--- src/rtl/div_rs.sv ---
// Reservation station for the sequential divide unit: a collapsing queue (entry 0 oldest)
// with CDB wakeup, dispatch-time CDB bypass and oldest-ready issue to the divider.
package div_rs_pkg;
    typedef enum logic [1:0] {
        DIV_DIV  = 2'd0,
        DIV_DIVU = 2'd1,
        DIV_REM  = 2'd2,
        DIV_REMU = 2'd3
    } div_op_t;
endpackage

module div_rs
    import div_rs_pkg::*;
#(
    parameter int DEPTH  = 4,
    parameter int PREG_W = 6,
    parameter int ROB_W  = 5
) (
    input  logic                       clk,
    input  logic                       rst_n,
    input  logic                       flush,
    input  logic                       dispatch_valid,
    output logic                       dispatch_ready,
    input  div_op_t                    dispatch_op,
    input  logic [PREG_W-1:0]          dispatch_src1_preg,
    input  logic                       dispatch_src1_rdy,
    input  logic [31:0]                dispatch_src1_data,
    input  logic [PREG_W-1:0]          dispatch_src2_preg,
    input  logic                       dispatch_src2_rdy,
    input  logic [31:0]                dispatch_src2_data,
    input  logic [PREG_W-1:0]          dispatch_dest_preg,
    input  logic [ROB_W-1:0]           dispatch_rob_id,
    input  logic                       cdb_valid,
    input  logic [PREG_W-1:0]          cdb_preg,
    input  logic [31:0]                cdb_data,
    input  logic                       div_busy,
    output logic                       issue_valid,
    output logic [31:0]                issue_dividend,
    output logic [31:0]                issue_divisor,
    output div_op_t                    issue_op,
    output logic [PREG_W-1:0]          issue_dest_preg,
    output logic [ROB_W-1:0]           issue_rob_id,
    output logic [$clog2(DEPTH+1)-1:0] occupancy
);
    // Handshakes: dispatch transfers on a cycle where dispatch_valid && dispatch_ready;
    // issue transfers on every cycle issue_valid is high (it already folds in !div_busy).
    localparam int CNT_W = $clog2(DEPTH+1);
    localparam int IDX_W = $clog2(DEPTH);
    localparam logic [CNT_W-1:0] DEPTH_C = CNT_W'(DEPTH);

    typedef struct packed {
        logic [PREG_W-1:0] preg;
        logic              rdy;
        logic [31:0]       data;
    } src_t;

    typedef struct packed {
        logic              valid;
        div_op_t           op;
        src_t              src1;
        src_t              src2;
        logic [PREG_W-1:0] dest_preg;
        logic [ROB_W-1:0]  rob_id;
    } entry_t;

    entry_t           ent_q [DEPTH];
    entry_t           ent_d [DEPTH];
    // woken[DEPTH] is an always-empty slot that shifts into the top entry on issue.
    entry_t           woken [DEPTH+1];
    entry_t           new_ent;
    entry_t           out_ent;
    logic [CNT_W-1:0] occ_q;
    logic [CNT_W-1:0] occ_d;
    logic [CNT_W-1:0] wr_idx;
    logic             cand_found;
    logic [IDX_W-1:0] cand_idx;
    logic             accept;

    function automatic src_t wake(input src_t s, input logic cv,
                                  input logic [PREG_W-1:0] cp, input logic [31:0] cd);
        src_t r;
        r = s;
        if (!s.rdy && cv && (s.preg == cp)) begin
            r.rdy  = 1'b1;
            r.data = cd;
        end
        return r;
    endfunction

    // Lowest-index entry with both operands ready, from registered state only.
    always_comb begin
        cand_found = 1'b0;
        cand_idx   = '0;
        for (int i = DEPTH - 1; i >= 0; i--) begin
            if (ent_q[i].valid && ent_q[i].src1.rdy && ent_q[i].src2.rdy) begin
                cand_found = 1'b1;
                cand_idx   = IDX_W'(i);
            end
        end
    end

    assign issue_valid    = cand_found && !div_busy && !flush;
    assign dispatch_ready = (occ_q < DEPTH_C) && !flush;
    assign accept         = dispatch_valid && dispatch_ready;
    assign wr_idx         = issue_valid ? (occ_q - CNT_W'(1)) : occ_q;
    assign occupancy      = occ_q;

    // Preg 0 is architecturally ready; otherwise a same-cycle broadcast is bypassed in.
    always_comb begin
        new_ent           = '0;
        new_ent.valid     = 1'b1;
        new_ent.op        = dispatch_op;
        new_ent.src1      = wake('{preg: dispatch_src1_preg,
                                   rdy:  dispatch_src1_rdy || (dispatch_src1_preg == '0),
                                   data: dispatch_src1_data},
                                 cdb_valid, cdb_preg, cdb_data);
        new_ent.src2      = wake('{preg: dispatch_src2_preg,
                                   rdy:  dispatch_src2_rdy || (dispatch_src2_preg == '0),
                                   data: dispatch_src2_data},
                                 cdb_valid, cdb_preg, cdb_data);
        new_ent.dest_preg = dispatch_dest_preg;
        new_ent.rob_id    = dispatch_rob_id;
    end

    always_comb begin
        for (int i = 0; i < DEPTH; i++) begin
            woken[i]      = ent_q[i];
            woken[i].src1 = wake(ent_q[i].src1, cdb_valid && ent_q[i].valid, cdb_preg, cdb_data);
            woken[i].src2 = wake(ent_q[i].src2, cdb_valid && ent_q[i].valid, cdb_preg, cdb_data);
        end
        woken[DEPTH] = '0;

        for (int i = 0; i < DEPTH; i++) begin
            if (issue_valid && (i >= int'(cand_idx))) ent_d[i] = woken[i+1];
            else                                      ent_d[i] = woken[i];
            if (accept && (i == int'(wr_idx))) ent_d[i] = new_ent;
            if (flush) ent_d[i] = '0;
        end

        occ_d = occ_q + CNT_W'(accept) - CNT_W'(issue_valid);
        if (flush) occ_d = '0;
    end

    always_ff @(posedge clk or negedge rst_n) begin
        if (!rst_n) begin
            for (int i = 0; i < DEPTH; i++) ent_q[i] <= '0;
            occ_q <= '0;
        end else begin
            for (int i = 0; i < DEPTH; i++) ent_q[i] <= ent_d[i];
            occ_q <= occ_d;
        end
    end

    // Idle outputs mirror the head entry so the divider side sees stable values.
    always_comb begin
        out_ent = '0;
        if (issue_valid)         out_ent = ent_q[cand_idx];
        else if (ent_q[0].valid) out_ent = ent_q[0];
    end

    assign issue_dividend  = out_ent.src1.data;
    assign issue_divisor   = out_ent.src2.data;
    assign issue_op        = out_ent.op;
    assign issue_dest_preg = out_ent.dest_preg;
    assign issue_rob_id    = out_ent.rob_id;

endmodule

--- config.mk ---
export PLATFORM = sky130hd
export DESIGN_NAME = div_rs
export DESIGN_NICKNAME = d
export VERILOG_FILES = /design/src/rtl/div_rs.sv
export SDC_FILE = /design/constraint.sdc
export NUM_CORES = 1
export LEC_CHECK = 0
export BUFFER_PORTS_ARGS = -buffer_cell sky130_fd_sc_hd__buf_2
export CORE_MARGIN = 4
export CORE_UTILIZATION = 55
export DETAILED_ROUTE_END_ITERATION = 10
export PLACE_DENSITY = 0.75
export SLEW_MARGIN = 20
export SYNTH_ARGS = -nofsm -noshare
export SYNTH_HDL_FRONTEND = slang
export SYNTH_SLANG_ARGS = --single-unit
--- constraint.sdc ---
create_clock -name clk -period 4.1 [get_ports clk]
set_input_delay 0 -clock clk [delete_from_list [all_inputs] [get_ports clk]]
set_output_delay 0 -clock clk [all_outputs]
set_load 0.01 [all_outputs]
==> reports/metrics.csv <==
metric,value,unit
outcome,finished clean,
Slew Limit Fails,0,
Hold WS,0.0585,ns
Reg-to-Reg End,ent_q[155],
final net count,2889,
post-CTS setup buffers,0,
asr flop ratio synth,100,%
Die H,215,um
row count,75,
Synth-to-Final Area Change,20.0,%
crit path time final,3.78,ns
CTS Buf Count,43,
Reg2Reg Setup Slack,0.32,ns
Final GP Congestion,0.895,
Fin. Hold Viols,0,
pre-CTS setup slack,0.880,ns
Post-synth EDFFs,0,
drt via density,7.03,
Clock Latency Late Sink,0.58,ns
final-report setup violation count,0,
crit path launch type,flop,
Avg Inst Size Synth,9.46,um2
detailed-route wire length,88100,um
Synth Warn #,0,
detailed-route DRC error count,0,
synth unique cells,65,
clk slew on worst S/H paths,0.06,ns
number of primary I/O pins,217,
largest net degree at the start of global routing,119,
period utilization,92.3,%
crit end category,flop,
HPWL Detailed,50200,um
Starting Density,55.9,%
core area,42100,um2
First-pass DRT Iterations,6,
layout cell share with drive strength beyond 1,21.3,%
Slew @ Worst Pin,1.16,ns
Antenna Nets Post-Route,0,
post-synthesis sequential area ratio,39.4,%
Worst Skew,0.0144,ns
first-iteration detailed-routing DRC count,2843,
hold crit path type,in -> async,
first-pass GRT wire length,136000,um
Root Buffer,clkbuf_16,
most frequent cells in the layout,"dfrtp_1, o21ai_0, buf_2, nand2_1, dlygate4sd3_1",
Power Density,323,nW/um2
VDD IR max,0.000310,V
Congestion Overflow GR,0,
TNS Setup,0,ns
filler cell count in the final layout,3265,
unrepaired setup endpoints after global routing,no,
CTS Sinks,371,
vias in the first global route,23800,
H-tree levels,2,
fin cells,3315,
width of the die,215,um
initial antenna violation count,2,
"commonest non-fill, non-tap cell in the layout",dfrtp_1,
r2r startpoint,ent_q[367],
die area,46200,um2
Peak Freq,264,MHz
DR WL/cell,26.6,um
Post-Syn Instances,2491,
CTS max path bufs,3,
Resize count post-CTS,0,
share of the core filled with cells,67.1,%
"Req. time, crit path",4.60,ns
placed cell count,3045,
mapped cell area,23600,um2
Max-Slew Margin vs Limit,22.4,%
post-synthesis register bit count,371,
ys flop type,dfrtp_1,
FF-to-FF path depth,10,
Leak Pwr,12.2,nW
Mapped Nets,2630,
# port buffers,216,
final setup margin,0.317,ns
"Hold-fix buffers, CTS",199,
CTS tree,built,
WP data arrival,4.28,ns
Tot GR Track Use,36.7,%
max cap viols,0,
CP Max Fanout,31,
critical path class,reg -> reg,
Via Count,23300,
Critical Path Source,ent_q[367],
through the flow:
stage          power [W]  area, um2
2_1_floorplan    0.00479      23600
3_3_place_gp     0.00527      25000
3_5_place_dp     0.00532      25000
4_1_cts          0.00910      28300
5_1_grt          0.00942      28300
6_report         0.00914      28300
layout make-up:
class	count	area, um2	share of cell area (%)
clock inverters	9	70.1	0.248
diodes	1	2.50	0.00885
well taps	539	674	2.39
repair buffers	489	3750	13.3
inverters	7	26.3	0.0930
flip-flops and latches	371	9280	32.9
clock buffers	61	1240	4.37
multi-input cells	1838	13200	46.8
report_power, final:
part	internal, W	switching [W]
registers	0.00385	0.000138
logic	0.000582	0.000859
clock network	0.00214	0.00157
worst max-delay path by stage:
stage / end / slack (ns)
global placement: ent_q[266] / 1.0
detailed placement: ent_q[266] / 0.88
CTS: issue_dividend[0] / 0.44
floorplan: occupancy[2] / 1.19
global route: ent_q[122] / 0.26
finish: ent_q[155] / 0.32
per-layer routing:
metal  part of all wire, %  GRT usage [%]
met5                 0.047              0
met4                   6.0           20.4
met3                    12           8.29
met2                    45           57.3
met1                    37           47.6
registers in the layout (all words and copies together) (netlist names):
name,cells
ent_q,368
occupancy,3
critical path: stages (launching register included):
cell	delay, ns
dfrtp_1	0.33
buf_4	0.46
nand3_1	0.15
buf_4	0.19
buf_4	0.22
a31oi_4	0.30
mux2i_4	0.61
buf_4	0.44
nor2_1	0.11
o32ai_2	0.28
dlygate4sd3_1	0.60
Yosys cell counts (all sizes together), types with 2 or more instances:
cell type  instances  share of area (%)
clkbuf           169                2.7
o32ai             67                4.4
or3                3              0.080
nand3             99                2.1
a21oi            181                3.9
nand2            208                3.3
or2                2              0.053
and3              17               0.45
nor2             110                1.8
nand4              7               0.19
inv                7               0.11
a211oi            14               0.45
o22a              32                1.2
a211o              3               0.11
nand2b             7               0.19
nand3b             2              0.064
dfrtp            371                 39
a32oi             15               0.56
a31o              13               0.48
nor3              18               0.42
a221o              5               0.21
xor2              18               0.67
ha                 3               0.16
buf              106                2.8
and3b              2              0.074
a31oi              3              0.080
nor4               7               0.34
a22o              45                1.7
a311oi            12               0.45
mux2i            175                7.4
o22ai            128                3.4
a22oi             15               0.48
nor3b             76                2.4
o21ai            250                5.3
o21bai             2              0.064
a21o              65                2.1
xnor2             46                1.7
o32a              32                1.4
mux2             143                6.8
nor2b              2              0.053
kinds of logic after synthesis:
family	synth area share, %
compound gates	26.4
xor+xnor	2.38
fa+ha+maj	0.244
buf+inv	5.57
flops	39.4
mux	14.3
simple gates	11.7
Note: power is estimated with default switching activity, not from simulation.
